### config.mk
export PLATFORM = sky130hd
export DESIGN_NAME = music_beat_sequencer
export DESIGN_NICKNAME = d
export VERILOG_FILES = /design/src/rtl/music_pkg.sv /design/src/rtl/music_tempo_div.sv /design/src/rtl/music_beat_sequencer.sv
export SDC_FILE = /design/constraint.sdc
export NUM_CORES = 1
export LEC_CHECK = 0
export ABC_AREA = 1
export CAP_MARGIN = 15
export CORE_ASPECT_RATIO = 1.2
export CORE_MARGIN = 4
export CORE_UTILIZATION = 56
export CTS_CLUSTER_SIZE = 25
export DETAILED_ROUTE_END_ITERATION = 10
export DONT_BUFFER_PORTS = 1
export GPL_TIMING_DRIVEN = 1
export HOLD_SLACK_MARGIN = 0.06
export PLACE_DENSITY = 0.7
export SYNTH_ARGS = -nofsm -noshare
export SYNTH_HDL_FRONTEND = slang
export SYNTH_SLANG_ARGS = --single-unit
export TNS_END_PERCENT = 10
### constraint.sdc
create_clock -name clk -period 2.7 [get_ports clk]
set_input_delay 0.135 -clock clk [delete_from_list [all_inputs] [get_ports clk]]
set_output_delay 0.135 -clock clk [all_outputs]
set_load 0.01 [all_outputs]
### src/rtl/music_pkg.sv
// Shared constants for the beat sequencer: scene codes, track IDs,
// FSM state codes and the default song lengths.
package music_pkg;

  localparam logic [1:0] SCENE_START = 2'b00;
  localparam logic [1:0] SCENE_GAME  = 2'b01;
  localparam logic [1:0] SCENE_WIN   = 2'b10;
  localparam logic [1:0] SCENE_LOSE  = 2'b11;

  localparam int TRK_BAD_APPLE = 0;
  localparam int TRK_UN_OWEN   = 1;
  localparam int TRK_BOSS      = 2;
  localparam int TRK_WIN       = 3;
  localparam int TRK_LOSE      = 4;

  localparam logic [1:0] ST_IDLE  = 2'd0;
  localparam logic [1:0] ST_PLAY  = 2'd1;
  localparam logic [1:0] ST_PAUSE = 2'd2;
  localparam logic [1:0] ST_HOLD  = 2'd3;

  localparam int LEN_BAD_APPLE = 768;
  localparam int LEN_UN_OWEN   = 352;
  localparam int LEN_BOSS      = 133;
  localparam int LEN_WIN       = 297;
  localparam int LEN_LOSE      = 136;

endpackage

### src/rtl/music_tempo_div.sv
// Beat prescaler: passes every (div+1)-th enabled strobe as a tick.
// Counter freezes while hold is high and restarts from zero on clr.
module music_tempo_div #(
  parameter int DIV_W = 4
) (
  input  logic             clk,
  input  logic             reset,
  input  logic             en,
  input  logic             hold,
  input  logic             clr,
  input  logic [DIV_W-1:0] div,
  output logic             tick
);

  logic [DIV_W-1:0] count;
  logic             step;

  assign step = en & ~hold;
  assign tick = step & (count == div);

  always_ff @(posedge clk or posedge reset) begin
    if (reset) begin
      count <= '0;
    end else if (clr || tick) begin
      count <= '0;
    end else if (step) begin
      count <= count + 1'b1;
    end
  end

endmodule

### src/rtl/music_beat_sequencer.sv
// Multi-track beat-index sequencer with loop/one-shot tracks.
// Optional beat prescaler enabled by defining SEQ_PRESCALE_EN.
module music_beat_sequencer
  import music_pkg::*;
#(
  parameter int NUM_TRACKS = 8,
  parameter int BEAT_W     = 10,
  parameter int SEL_W      = 3,
  parameter int DIV_W      = 4
) (
  input  logic                         clk,
  input  logic                         reset,
  input  logic                         beat_en,
  input  logic [SEL_W-1:0]             track_sel,
  input  logic [NUM_TRACKS*BEAT_W-1:0] track_len,
  input  logic [NUM_TRACKS-1:0]        loop_mask,
  input  logic                         start,
  input  logic                         stop,
  input  logic                         pause,
  input  logic [DIV_W-1:0]             tempo_div,
  output logic [BEAT_W-1:0]            ibeat,
  output logic [SEL_W-1:0]             track_cur,
  output logic                         playing,
  output logic                         wrap,
  output logic                         done
);

  logic [1:0]        state;
  logic [BEAT_W-1:0] len;
  logic              loop;
  logic              chg;
  logic              adv;
  logic              last;
  logic              tick;

  assign len  = track_len[track_cur*BEAT_W +: BEAT_W];
  assign loop = loop_mask[track_cur];
  assign chg  = (state != ST_IDLE) && (track_sel != track_cur);
  assign adv  = (state == ST_PLAY) && !stop && !start && !chg && !pause;
  // widened compare so len==0 and a shrunken len both count as end-of-track
  assign last = ({1'b0, ibeat} + 1'b1) >= {1'b0, len};
  assign playing = (state == ST_PLAY);

`ifdef SEQ_PRESCALE_EN
  music_tempo_div #(.DIV_W(DIV_W)) u_div (
    .clk   (clk),
    .reset (reset),
    .en    (beat_en),
    .hold  (!adv),
    .clr   (start | stop | chg),
    .div   (tempo_div),
    .tick  (tick)
  );
`else
  logic unused_div;
  assign unused_div = ^tempo_div;
  assign tick = beat_en & adv;
`endif

  always_ff @(posedge clk or posedge reset) begin
    if (reset) begin
      state     <= ST_IDLE;
      ibeat     <= '0;
      track_cur <= '0;
      wrap      <= 1'b0;
      done      <= 1'b0;
    end else begin
      wrap <= 1'b0;
      done <= 1'b0;
      if (stop) begin
        state <= ST_IDLE;
        ibeat <= '0;
      end else if (start) begin
        state     <= ST_PLAY;
        track_cur <= track_sel;
        ibeat     <= '0;
      end else if (chg) begin
        track_cur <= track_sel;
        ibeat     <= '0;
        state     <= (state == ST_PAUSE) ? ST_PAUSE : ST_PLAY;
      end else if (state == ST_PLAY && pause) begin
        state <= ST_PAUSE;
      end else if (state == ST_PAUSE && !pause) begin
        state <= ST_PLAY;
      end else if (tick && adv) begin
        if (!last) begin
          ibeat <= ibeat + 1'b1;
        end else if (loop) begin
          ibeat <= '0;
          wrap  <= 1'b1;
        end else begin
          ibeat <= (len == '0) ? '0 : len - 1'b1;
          state <= ST_HOLD;
          done  <= 1'b1;
        end
      end
    end
  end

endmodule
==> run summary <==
The cell area that synthesis handed to floorplanning was 0.002676 mm2. The first detailed-routing pass ran for 4 iterations. Clock sink total: 17. Remaining max-slew budget at the tightest pin: 55.34%.

Average vias per placed instance: 5.146. Library cell appearing most often on the critical path: sky130_fd_sc_hd__nand2_1. The filler cells instantiated in the layout total 435.

The longest individual stage delay on the worst path came out at 0.56 ns. TritonCTS built the clock tree. The share of layout cells above drive strength 1 was 20.86%; the global placement routability congestion was 0.8392. Final count of hold timing violations: 0.

The total count of max-transition violations in the final report was 0; the number of nets in the layout was 601. The global-route wire length before repair was 10,920 um. Setup violations remaining at the end of the flow were counted as 0. Global routing used 21.62% of the available tracks.

After synthesis, the mean cell area works out to 5.756 um2. By area the synthesized netlist is led by sky130_fd_sc_hd__nand2_1 23%, sky130_fd_sc_hd__dfrtp_1 16%, sky130_fd_sc_hd__nand3_1 12%, sky130_fd_sc_hd__inv_1 9.7%, sky130_fd_sc_hd__nor2_1 5.5%. The synthesized instance count was 465; the count of warnings emitted by yosys was 0. The total area inside the core boundary comes to 0.004594 mm2. The tools report the final cell utilization of the core as 70.21%.

The run finished with clean final reports. STA classifies the critical path startpoint as a flip-flop. The die covers 0.005954 mm2. The final clock period utilization by the worst path is 95.81%.

The kind of critical path was flip-flop to flip-flop. Slowest stage cell on the critical path: sky130_fd_sc_hd__dfrtp_4. The synthesized design contains 17 register bits.

The achievable clock frequency is 386.6 MHz, and the layout overhead on the synthesized area is 20.52%. In the layout the commonest cells are 156 x sky130_fd_sc_hd__nand2_1, 67 x sky130_fd_sc_hd__inv_1, 55 x sky130_fd_sc_hd__nand3_1. After detailed placement, the design holds a cell count of 522. The library cell used most frequently in the layout, excluding fill and tap cells, is sky130_fd_sc_hd__nand2_1. The floorplan die height was 83.73 um; the post-route DRC violation count was 0.

Deepest clock path buffer count: 2. For the worst setup path, the data required time is 2.88 ns. IR analysis of the VDD net gives a maximum drop of 0.3181 mV. The total nets after synthesis is 576. The leading area contributor after synthesis was sky130_fd_sc_hd__nand2_1. The kind of end point of the critical path was a flip-flop. For the number of I/O pins, the log shows 117.

In this run, the number of DRC markers left after iteration 0 of detailed routing was 97. The count of cells in the finished layout, fillers not included, comes to 547. Measured along the x axis, the die boundary spans 71.11 um. The worst path in the final design needs a cycle of 2.587 ns, including I/O delays and setup.

The tool flagged a number of max-cap violations equal to 0. The count of buffers added on input and output ports is 0. For the pin with the worst max-slew slack, the measured transition is 0.6692 ns. The maximum fanout count along the critical path works out to 9.

The total area of sequential cells was 430.4 um2. Summed over all cells, the static leakage comes to 1.762 nW. Once detailed placement completed, the half-perimeter wirelength came to 5265 um. The routed design has 7149 um of wire. Data on the critical path arrives at its endpoint at 2.76 ns. In the final layout, the multi-input gates occupy 0.001969 mm2.

After synthesis, flip-flops and latches occupy 15.90% of the total area. Path type of the worst min-delay path: input port to flip-flop. The synthesized design devotes to its leading area cell type 23.00% of total area. Traced cell by cell, the critical path runs through buf_6 > clkbuf_16 > nand2_1 > nand2_1 > nand2_1 > nand3_1 > nand2_2 > ha_4 > nand2_1 > nand2_1 > nand2_1 > nand2_1 > nand2_1 > nand2_1 > nand2_1 > nand2_1 > nand2_2 > nand2_8 > buf_6 > o21ai_2 > inv_2 > o21ai_2. Clock-pin slew was measured on the worst setup and hold paths at 0.07 ns.

Once the floorplan was initialized, standard cells occupied 58.25% of the core. OpenSTA, run right after detailed placement, puts the worst setup slack at 0.01928 ns. The average wire per standard cell came out at 13.07 um.

The row count is 27, and the worst setup margin is 0.1131 ns. The maximum number of pins on one net before global-route repair is 41, and the number of buffers created by CTS is 3. Detailed routing inserted a total of 2,815 vias.

The cell sitting at the root of the clock tree is a sky130_fd_sc_hd__clkbuf_8. The tools report the design area as 0.003226 mm2. For the final database, setup skew stands at 0.006764 ns. For this run the aggregate overflow at the end of global routing stands at 0. H-tree depth: 1. The count of cell types in the netlist came out at 36.

Setup repair after global routing could not meet its margin everywhere. The number of global-route vias before repair is 2,495, and the post-detailed-route count of antenna-violating nets is 0. For the number of antenna violations at the first check in global routing, the log shows 0. The total power per unit cell area was 552.4 mW/mm2; the clock latency at the later pin of the worst-skew pair was 0.25 ns. The antenna diode instance count came out at 0. In this run the cell area measured after placement is 0.002741 mm2.
-- sequential cells by signal, summed over array words and instances (netlist names) --
name and cells:
track_cur 3, wrap 1, ibeat 10, done 1, state 2
-- critical path, delay by kind of cell, from the launching register on --
family                     cells  cell delay, ns
and+or+nand+nor               15            1.06
DFF                            1            0.56
buffers and inverters          4            0.48
adders and majority gates      1            0.21
AOI/OAI and AO/OA              2            0.18
-- cell type report --
type,count,area share (%)
flip-flops and latches,17,13.34
well taps,58,2.250
clock inverters,1,0.1552
inverters,73,9.116
clock buffers,3,1.280
multi-input cells,358,61.06
repair buffers,35,12.34
repair inverters,2,0.4655
-- through the flow --
stage / setup TNS [ns] / hold WS [ns] / power (mW)
finish: 0 / 0.1567 / 1.782
CTS: 0 / 0.1504 / 1.574
global placement: 0 / 0.1529 / 1.354
global route: -0.1564 / 0.1802 / 1.948
detailed placement: 0 / 0.1599 / 1.374
floorplan: 0 / 0.06107 / 1.196
-- cell usage after synthesis (all sizes together) --
cell,count
xnor2,5
ha,10
a21oi,7
nor4,1
inv,73
or2,1
nor2,46
a21boi,1
nand4,4
buf,18
dfrtp,17
nand3b,1
o22ai,3
o211a,1
nand3,69
nand2,178
o21ai,18
xor2,9
and2,1
nor3,1
or3,1
-- layer usage --
metal | part of all wire (%) | track usage (%) | up-vias
met3 | 4.8 | 2.289 | 6
met4 | 0.85 | 3.932 | 0
li1 | - | - | 1485
met2 | 52 | 39.24 | 90
met1 | 42 | 27.39 | 1234
met5 | 0 | 0 | -
-- timing repair --
action,4_1_cts,5_1_grt
cloned,0,7
pin swaps,0,24
resized for setup,1,46
setup buffers,0,9
hold buffers,5,0
endpoints found under the setup margin,3,14
endpoints found under the hold margin,22,0
-- path summary, 6_finish.rpt --
path	from	slack, ns	end	cells after the start
worst max register to register	track_cur[0]$_DFFE_PP0P_	0.11	ibeat[6]$_DFFE_PP0P_	22
worst max-delay path	track_cur[0]$_DFFE_PP0P_	0.11	ibeat[6]$_DFFE_PP0P_	22
max in group asynchronous	reset	1.79	track_cur[0]$_DFFE_PP0P_	2
worst min-delay path	start	0.16	state[1]$_DFFE_PP0P_	4
min in group asynchronous	reset	0.42	wrap$_DFF_PP0_	2
worst min register to register	state[0]$_DFFE_PP0P_	0.59	state[0]$_DFFE_PP0P_	2
-- cell families (layout without fill, tap and decap cells) --
| family | Yosys count | in the layout | share of synthesized area, % |
|---|---|---|---|
| compound gates | 30 | 30 | 6.685 |
| xor+xnor | 14 | 14 | 4.582 |
| fa+ha+maj | 10 | 10 | 4.675 |
| buf+inv | 91 | 114 | 16.88 |
| flops | 17 | 17 | 15.90 |
| simple gates | 303 | 304 | 51.29 |
-- power breakdown --
part	leakage [nW]	switching (mW)	internal, mW
sequential	0.224	0.0311	0.274
clock	0.0255	0.0892	0.102
combinational	1.51	0.745	0.540
total	1.76	0.866	0.916
Note: power is estimated with default switching activity, not from simulation.
